## src/rtl/sum_acc_pkg.sv

```systemverilog
// rtl/sum_acc_pkg.sv - shared state encoding and sum width for the sum accumulator
package sum_acc_pkg;

    // ACC collects sums, HOLD presents the finished batch downstream
    typedef enum logic {
        ACC  = 1'b0,
        HOLD = 1'b1
    } state_t;

    // Upstream four-bit adder result including its carry-out
    localparam int SUM_WIDTH = 5;

endpackage

```

## src/rtl/sum_acc_counter.sv

```systemverilog
// rtl/sum_acc_counter.sv - 8-bit batch counter with increment, clear and terminal count
module sum_acc_counter #(
    parameter int BATCH = 4
) (
    input  logic clk,
    input  logic rst,
    input  logic inc,
    input  logic clear,
    output logic tc
);

    localparam logic [7:0] BATCH_C = 8'(BATCH);

    logic [7:0] count_q;
    logic [7:0] count_d;

    // Clear wins over increment; otherwise count accepted sums
    always_comb begin
        count_d = count_q;
        if (clear) begin
            count_d = 8'd0;
        end else if (inc) begin
            count_d = count_q + 8'd1;
        end
    end

    // Terminal count flags the increment that brings the count to BATCH
    assign tc = inc && ((count_q + 8'd1) == BATCH_C);

    // Count register
    always_ff @(posedge clk or posedge rst) begin
        if (rst) begin
            count_q <= 8'd0;
        end else begin
            count_q <= count_d;
        end
    end

endmodule

```

## src/rtl/sum_accumulator.sv

```systemverilog
// rtl/sum_accumulator.sv - batch accumulator of 5-bit sums; SUM_ACC_SATURATE_EN selects saturation over wrap
module sum_accumulator
    import sum_acc_pkg::*;
#(
    parameter int ACC_WIDTH = 8,
    parameter int BATCH     = 4
) (
    input  logic                  clk,
    input  logic                  rst,
    input  logic [SUM_WIDTH-1:0]  in_sum,
    input  logic                  in_valid,
    output logic                  in_ready,
    output logic [ACC_WIDTH-1:0]  out_acc,
    output logic                  out_ovf,
    output logic                  out_valid,
    input  logic                  out_ready
);

    state_t               state_q;
    state_t               state_d;
    logic [ACC_WIDTH-1:0] acc_q;
    logic [ACC_WIDTH-1:0] acc_d;
    logic                 ovf_q;
    logic                 ovf_d;

    logic                 accept;
    logic                 take;
    logic                 batch_done;
    logic [ACC_WIDTH:0]   sum_ext;

    // Input is only taken while collecting; the result only leaves while holding,
    // so a drain and an accept can never share a cycle
    assign accept = in_valid && (state_q == ACC);
    assign take   = out_ready && (state_q == HOLD);

    // One carry bit above the accumulator catches overflow of this addition
    assign sum_ext = {1'b0, acc_q} + {{(ACC_WIDTH + 1 - SUM_WIDTH){1'b0}}, in_sum};

    sum_acc_counter #(
        .BATCH (BATCH)
    ) u_counter (
        .clk   (clk),
        .rst   (rst),
        .inc   (accept),
        .clear (take),
        .tc    (batch_done)
    );

    // Next-state, accumulator and sticky overflow update
    always_comb begin
        state_d = state_q;
        acc_d   = acc_q;
        ovf_d   = ovf_q;
        if (take) begin
            state_d = ACC;
            acc_d   = '0;
            ovf_d   = 1'b0;
        end else if (accept) begin
`ifdef SUM_ACC_SATURATE_EN
            acc_d = sum_ext[ACC_WIDTH] ? {ACC_WIDTH{1'b1}} : sum_ext[ACC_WIDTH-1:0];
`else
            acc_d = sum_ext[ACC_WIDTH-1:0];
`endif
            ovf_d = ovf_q | sum_ext[ACC_WIDTH];
            if (batch_done) begin
                state_d = HOLD;
            end
        end
    end

    // State and datapath registers
    always_ff @(posedge clk or posedge rst) begin
        if (rst) begin
            state_q <= ACC;
            acc_q   <= '0;
            ovf_q   <= 1'b0;
        end else begin
            state_q <= state_d;
            acc_q   <= acc_d;
            ovf_q   <= ovf_d;
        end
    end

    assign in_ready  = (state_q == ACC);
    assign out_valid = (state_q == HOLD);
    assign out_acc   = acc_q;
    assign out_ovf   = ovf_q;

endmodule

```

## config.mk

```make
export PLATFORM = sky130hd
export DESIGN_NAME = sum_accumulator
export DESIGN_NICKNAME = d
export VERILOG_FILES = /design/src/rtl/sum_acc_pkg.sv /design/src/rtl/sum_acc_counter.sv /design/src/rtl/sum_accumulator.sv
export SDC_FILE = /design/constraint.sdc
export NUM_CORES = 1
export LEC_CHECK = 0
export BUFFER_PORTS_ARGS = -buffer_cell sky130_fd_sc_hd__buf_2
export CAP_MARGIN = 20
export CORE_UTILIZATION = 39
export DETAILED_ROUTE_END_ITERATION = 16
export GPL_TIMING_DRIVEN = 0
export PLACE_DENSITY = 0.71
export SYNTH_ARGS = -nofsm -noshare
export SYNTH_HDL_FRONTEND = slang
export SYNTH_SLANG_ARGS = --single-unit
```

## constraint.sdc

```tcl
create_clock -name clk -period 2.4 [get_ports clk]
set_clock_uncertainty 0.1 [all_clocks]
set_input_delay 0.48 -clock clk [delete_from_list [all_inputs] [get_ports clk]]
set_output_delay 0.48 -clock clk [all_outputs]
set_load 0.02 [all_outputs]
```

---- Word level (Yosys, flattened, before mapping) ----
Index checks and enable logic that the tools add are counted.
storage, ports and cells
  register bits ........................... 18
  output and inout port bits .............. 11
  bits in read-only memories .............. 0
  bits in latches ......................... 0
  memories kept ........................... 0
  RAM bits ................................ 0
  bits of input ports ..................... 9
operators by class
  bitwise logic cells ..................... 2
  mux-type cells .......................... 9
  div/mod/pow operators ................... 0
  reduce and logical (&&, ||, !) cells .... 6
  $lt $le $gt $ge ......................... 0
  add/subtract/negate cells ............... 2
  $mul .................................... 0
  shifts and indexed selects .............. 0
  equality and inequality tests ........... 1
operator list
  operator               count
  $mux W8                4
  $add A8 B5 Y9          1
  $add A8 B1 Y8 const B  1
  $eq A8 B3 Y1 const B   1
  $mux W1                5
  $reduce_bool A2 Y1     2
  $logic_and A1 B1 Y1    3
  $reduce_and A2 Y1      1
  $not A1 Y1             1
  $or A1 B1 Y1           1

---- Logic depth before layout (Yosys ltp) ----
Gate-level depths: netlist (run 1).
  depth in word-level cells ............... 6
  depth in mapped cells ................... 6

---- Hierarchy ----
A second synthesis (run 1) with hierarchy kept.
unflattened totals
  cells, all modules ...................... 103
  area total of the unflattened synthesis .. 1051.0 sq um
by module, submodules not included
  module           instances  area an instance (sq um)  cells an instance  seq. area each (sq um)
  sum_accumulator  1          604.3                     56                 250.2
  sum_acc_counter  1          446.7                     47                 200.2

---- Worst setup path after synthesis (run 1) ----
No wires, ideal clock.
  path kind ............................... in2reg
  start ................................... input port in_sum[0]
  end ..................................... register ovf_q (netlist: out_ovf)
  buffers on the path ..................... 0
  slack ................................... 0.549 ns
  data required time ...................... 2.179 ns
  stages .................................. 6
  library setup time ...................... 0.121 ns
  data arrival time ....................... 1.630 ns
  cell sequence ........................... ha_1 -> fa_1 -> a21oi_1 -> o21ai_0 -> o211ai_1 -> nand2_1
between the ends
  longest elaborated chain between the ends .. 4
RTL lines
  what                  line                   text
  from (decl)           sum_accumulator.sv:10  input logic [SUM_WIDTH-1:0] in_sum,
  $add A8 B5 Y9         sum_accumulator.sv:37  assign sum_ext = {1'b0, acc_q} + {{(ACC_WIDTH + 1 - SUM_WIDTH){1'b0}}, in_sum};
  $or A1 B1 Y1          sum_accumulator.sv:64  ovf_d = ovf_q | sum_ext[ACC_WIDTH];
  $mux W1               sum_accumulator.sv:58  end else if (accept) begin
  $mux W1               sum_accumulator.sv:54  if (take) begin
  to (signal assigned)  sum_accumulator.sv:80  ovf_q <= ovf_d;
  to (decl)             sum_accumulator.sv:23  logic ovf_q;
No other way between the ends. The select of a mux whose other input is x is not followed.
A chain may end at the register's enable or synchronous reset.

---- Worst setup path in the final report (run 1) ----
  start ................................... register acc_q[0] (netlist: out_acc[0])
  end ..................................... register acc_q[6] (netlist: out_acc[6])
between the ends
  longest elaborated chain between the ends .. 3
RTL lines
  what                    line                   text
  from (decl)             sum_accumulator.sv:21  logic [ACC_WIDTH-1:0] acc_q;
  from (signal assigned)  sum_accumulator.sv:75  acc_q <= '0;
  from (signal assigned)  sum_accumulator.sv:79  acc_q <= acc_d;
  $add A8 B5 Y9           sum_accumulator.sv:37
  $mux W8                 sum_accumulator.sv:58
  $mux W8                 sum_accumulator.sv:54
No other way between the ends. The select of a mux whose other input is x is not followed.

==> impl_metrics.ini, run 1 <==
[global_route]
grt_pass1_vias = 854
grt_max_degree = 19
antenna_found_initial = 0
grt-ovfl-total = 0
grt_pass1_wl_um = 3760
grt_usage_pct = 18.6

[cts]
cts_buffer_depth = 2
clockRootBuffer = clkbuf_4
cts_buffers = 3
clk_pin_slew_worst_paths_ns = 0.11
cts_hold_buf = 0
cts_resized = 0
cts_tree = done
clock_sink_count = 18
postCtsSetupBuffers = 0
clkLatencyLatePin_ns = 0.30
htreeDepth = 1

[detailed_routing]
vias = 878
routedWlPerCell_um = 12.5
postRouteAntennaNets = 0
drc = 0
drt-pass1-iter-count = 5
first_iter_violations = 9
wirelength_um = 2010
vias_per_cell = 5.49

[layout]
final-seq-area_sq_um = 450
num_antenna_cells = 0
final_area_sq_um = 1180
finalNetCount = 147
drive_gt1_share_pct = 21.5
area_delta_synth_final_pct = 16.7
fin_util_pct = 48.1
multi_input_area_sq_um = 537
fill_cells = 257

[worst_setup_path]
crit_slowest_cell = dfrtp_1
critPathLaunchType = flop
path_max_fanout = 4
critical_path_arrival_ns = 1.98
timing.setup.critical_path_class = reg2reg
rr_worst_depth = 6
end_kind = flop
crit_chain = ha_1 -> fa_1 -> a21oi_1 -> o21ai_0 -> nor3_1 -> a211oi_1
slowest_delay_ns = 0.41
worstPathRequired_ns = 2.47

[logic_synthesis]
synthFlopType = dfrtp_1
synth-async-reset-ratio_pct = 100
ys_seq_area_share_pct = 44.5
synth.avg_cell_area_sq_um = 9.46
yosys_warnings = 0
syn_inst = 107
synth_nets = 123
syn_area_sq_um = 1010
synth_seq_cells = 18
synth-edff-count = 0
yosys-top-cells-area = dfrtp_1 (44%), o21ai_0 (7.9%), ha_1 (7.4%), nand2_1 (4.8%), a22o_1 (3.5%)
yosysTopAreaCell = dfrtp_1
yosysTopAreaCellShare_pct = 44.5
synth_cell_type_count = 34

[floorplanning]
die-area_sq_um = 2800
die_h_um = 52.9
die_x_um = 52.9
rows = 18
ios = 20
core_sq_um = 2450
start_util_pct = 41.2

[sta]
slew_headroom_pct = 55.7
fin_crit_ns = 1.92
drv_slew = 0
min_period_over_period_pct = 79.8
rsz0062_at_grt = false
tns_ns = 0
tightest_slew_ns = 0.664
fin_hold_ws_ns = 0.158
hold_viol = 0
setup_viol = 0
fmax_mhz = 522

[flow_run]
drv_cap = 0

[placed_design]
place_congestion = 0.763
placedInstanceArea_sq_um = 1140
io_buffers = 19
post-dp-hpwl_um = 1500

[hold_path]
min_path_type = in2async

[power_and_ir_drop]
p_leak_nw = 0.590
ir_drop_mv = 0.742
powerDensity_nw_per_um2 = 1120

[run_status]
status = finished, final reports clean
-- synth_stat cells, types with 2 or more instances --
cell type	number
inv_1	3
o211ai_1	2
xor2_1	2
o31ai_1	2
nor2_1	6
dfrtp_1	18
a22o_1	4
a21oi_1	4
nor3_1	2
ha_1	6
nand3_1	2
nand2_1	13
o21ai_0	16
nor2b_1	2
a31oi_1	2
nand4_1	4
buf_2	2
-- stage by stage --
stage | total power [mW] | setup WS, ns | cells
floorplan | 0.965 | 0.549 | 107
detailed placement | 1.15 | 0.288 | 156
finish | 1.33 | 0.484 | 160
global placement | 1.13 | 0.306 | 156
global route | 1.47 | 0.328 | 160
CTS | 1.34 | 0.471 | 160
-- kinds of logic (layout without fill, tap and decap cells) --
| logic type | Yosys count | in the layout | synth area share [%] |
|---|---|---|---|
| AO/OA/AOI/OAI | 34 | 34 | 20.6 |
| XOR/XNOR | 3 | 3 | 2.60 |
| AND/OR/NAND/NOR | 38 | 38 | 19.4 |
| flip-flops | 18 | 18 | 44.5 |
| buffers and inverters | 6 | 29 | 2.47 |
| multiplexers | 1 | 1 | 0.989 |
| adder cells (fa/ha/maj) | 7 | 7 | 9.39 |
-- metal layers --
metal / wire length, um / track usage [%] / up-vias
met5: 0 / 0 / -
met2: 943 / 29.3 / 13
met4: 48 / 10.1 / 0
met1: 950 / 24.3 / 419
met3: 63 / 2.59 / 4
li1: - / - / 442
-- state kept, by name (all words and copies together) (netlist names) --
| register | cells |
|---|---|
| out_ovf | 1 |
| out_valid | 1 |
| u_counter.count_q | 8 |
| out_acc | 8 |
-- critical path: cells and delay by family, from the launching register on --
| family | cells | cell delay (ns) |
|---|---|---|
| adder cells (fa/ha/maj) | 2 | 0.62 |
| AO/OA/AOI/OAI | 3 | 0.47 |
| flip-flops | 1 | 0.41 |
| AND/OR/NAND/NOR | 1 | 0.19 |
-- power by group --
| group | switching, mW | internal [mW] | leakage (nW) |
|---|---|---|---|
| combinational | 0.370 | 0.259 | 0.334 |
| sequential | 0.102 | 0.404 | 0.235 |
| clock | 0.100 | 0.0925 | 0.0210 |
| total | 0.573 | 0.756 | 0.590 |
-- area by class of cell --
| type | count | area share, % |
|---|---|---|
| Buffer | 3 | 1.17 |
| Clock buffer | 4 | 3.07 |
| Inverter | 3 | 0.953 |
| Multi-Input combinational cell | 83 | 45.4 |
| Sequential cell | 18 | 38.1 |
| Tap cell | 30 | 3.18 |
| Timing Repair Buffer | 19 | 8.05 |
-- path summary, 6_finish.rpt --
path | from | end | slack [ns]
worst min register to register | out_ovf | out_ovf | 0.38
worst max register to register | out_acc[0] | out_acc[6] | 0.48
worst min-delay path | rst | out_acc[0] | 0.16
worst max-delay path | out_acc[0] | out_acc[6] | 0.48
max in group asynchronous | rst | u_counter.count_q[6] | 1.62
min in group clk | out_ready | out_valid | 0.29
-- placed cells by master (no fill, tap or decap), types with 2 or more instances in the layout --
cell,synthesis,final
dfrtp_1,18,18
ha_1,6,6
buf_2,2,21
o31ai_1,2,2
a31oi_1,2,2
a22o_1,4,4
nor2_1,6,6
nor3_1,2,2
xor2_1,2,2
o211ai_1,2,2
o21ai_0,16,16
nand2_1,13,13
a21oi_1,4,4
inv_1,3,3
clkbuf_4,0,3
nand3_1,2,2
nand4_1,4,4
nor2b_1,2,2
No activity file was read; power rests on OpenSTA's default activity.
==> inputs of run 2 (changes only) <==
- ABC_AREA: not set -> 1
- PLACE_DENSITY: 0.71 -> 0.7
- clock period: 2.4 -> 1.9 ns (I/O delays scaled with it)
==> impl_metrics.ini, run 2 <==
[floorplanning]
rows = 18
die-area_sq_um = 3000
die_h_um = 54.7
start_util_pct = 42.6
core_sq_um = 2540
ios = 20
die_x_um = 54.7

[cts]
clockRootBuffer = clkbuf_4
cts_buffers = 3
cts_buffer_depth = 2
postCtsSetupBuffers = 0
clk_pin_slew_worst_paths_ns = 0.10
clkLatencyLatePin_ns = 0.29
cts_tree = done
htreeDepth = 1
clock_sink_count = 18

[logic_synthesis]
synthFlopType = dfrtp_1
yosys_warnings = 0
synth_seq_cells = 18
yosys-mux-area-fraction_pct = 0
synthXorXnorAreaFrac_pct = 0.807
synth.avg_cell_area_sq_um = 7.86
synth-compound-area-share_pct = 12.9
yosys-top-cells-area = dfrtp_1 (42%), nand2_1 (13%), ha_1 (6.9%), inv_1 (5.9%), o21ai_0 (5.5%)
yosysTopAreaCell = dfrtp_1
synth_simple_gate_area_share_pct = 28.7
synth_top_family_by_area = simple AND/OR/NAND/NOR gates
yosysTopAreaCellShare_pct = 41.5
yosys.cell_count.top_type = nand2_1
ys_seq_area_share_pct = 41.5
synth_nets = 154
synth_commonest_cells = nand2_1 (39), dfrtp_1 (18), inv_1 (17)
syn_inst = 138
synthAdderAreaFrac_pct = 8.77
synth-async-reset-ratio_pct = 100
syn_area_sq_um = 1080
synth-edff-count = 0
synth_cell_type_count = 25

[detailed_routing]
drc = 0
wirelength_um = 2130
vias = 963
vias_per_cell = 5.07
routedWlPerCell_um = 11.2
drt-pass1-iter-count = 4
first_iter_violations = 25
postRouteAntennaNets = 0

[placed_design]
place_congestion = 0.741
dp_cells = 187
io_buffers = 19
post-dp-hpwl_um = 1620
pre_cts_slack_ns = 0.0650

[worst_setup_path]
startpoint = out_acc[0]
worstReg2RegStart = out_acc[0]
timing.setup.critical_path_class = reg2reg
path_max_fanout = 3
critical_path_arrival_ns = 1.89
crit_end = out_acc[6]
critPathLaunchType = flop
regToRegEndpoint = out_acc[6]
end_kind = flop
rr_worst_depth = 9
r2r_slack_ns = 0.13
worstPathRequired_ns = 2.02

[hold_path]
min_path_type = in2async

[global_route]
grt_max_degree = 19
grt_pass1_vias = 881
grt_usage_pct = 17.9
grt-ovfl-total = 0
antenna_found_initial = 0
grt_pass1_wl_um = 3730

[sta]
hold_viol = 0
fmax_mhz = 565
slew_headroom_pct = 54.5
drv_slew = 0
fin_crit_ns = 1.77
setup_slack_ns = 0.131
tns_ns = 0
setup_viol = 0
rsz0062_at_grt = false
min_period_over_period_pct = 93.1
tightest_slew_ns = 0.681

[run_status]
status = finished, final reports clean

[power_and_ir_drop]
ir_drop_mv = 0.917
total_power_mw = 1.94
pwr-share-comb_pct = 52.2
p_leak_nw = 0.662
power.internal_mw = 1.02
p_clk_share_pct = 9.6
p_sw_share_pct = 47.4
powerDensity_nw_per_um2 = 1550
switchingPower_mw = 0.920
seqPwrFrac_pct = 38.2

[layout]
fill_cells = 245
fin_util_pct = 49.2
fin_cells = 190
finalNetCount = 178
drive_gt1_share_pct = 21.3
area_delta_synth_final_pct = 15.5
layout_common_cells = nand2_1 (39), buf_2 (19), dfrtp_1 (18)
num_antenna_cells = 0
final_common_cell = nand2_1

[flow_run]
drv_cap = 0
[run 2: worst min-delay path by stage]
stage	end	slack (ns)	startpoint
floorplan	out_acc[0]	0.22	rst
global placement	out_ovf	0.38	out_ovf
detailed placement	out_ovf	0.40	out_ovf
CTS	out_acc[2]	0.10	rst
global route	out_acc[0]	0.14	rst
finish	out_acc[2]	0.07	rst
[run 2: power by group through the flow]
stage                     registers, mW  logic, mW  clock network [mW]
after floorplan                   0.835      0.626                   0
after global placement            0.732      0.961                   0
after detailed placement          0.743      0.996                   0
after CTS                         0.736      0.999               0.193
after global routing              0.777       1.16               0.208
final                             0.741       1.01               0.187
[run 2: kinds of logic (layout without fill, tap and decap cells)]
logic type	after synthesis	in the layout
DFF	18	18
buffers and inverters	20	42
xor gates and xnor gates	1	1
and+or+nand+nor	68	68
AOI/OAI and AO/OA	24	24
adders and majority gates	7	7
[run 2: per-layer routing]
metal  track usage, %  vias to the layer above  share of wire (%)
met5                0                        -                  0
met3             5.83                        2                5.2
li1                 -                      494                  -
met2             29.9                       24                 46
met4             2.56                        0               0.71
met1             22.6                      443                 48
[run 2: metrics by stage]
step	instance area (sq um)	hold WS (ns)
global route	1250	0.138
CTS	1240	0.102
global placement	1220	0.384
floorplan	1080	0.219
detailed placement	1220	0.403
finish	1250	0.0728
[run 2: critical path, stage by stage, from the launching register on]
cell and delay, ns:
dfrtp_1 0.41, ha_1 0.22, fa_1 0.42, nand3_1 0.09, nand2_1 0.10, nand2_1 0.09
nand2_1 0.05, nand2_1 0.08, nor2_1 0.04, a21oi_1 0.10
[run 2: area by class of cell]
type                            count  area [sq um]  share of cell area (%)
Sequential cell                    18           450                    36.0
Clock buffer                        3          22.5                    1.80
Multi-Input combinational cell    100           568                    45.4
Timing Repair Buffer               19          95.1                    7.59
Inverter                           19          71.3                    5.69
Tap cell                           30          37.5                    3.00
Buffer                              1          7.51                   0.599
[run 2: repair_timing]
item / CTS / global route
endpoints found under the setup margin: 0 / 1
resized for setup: 0 / 1
endpoints found under the hold margin: 0 / 0
hold buffers: 0 / 0
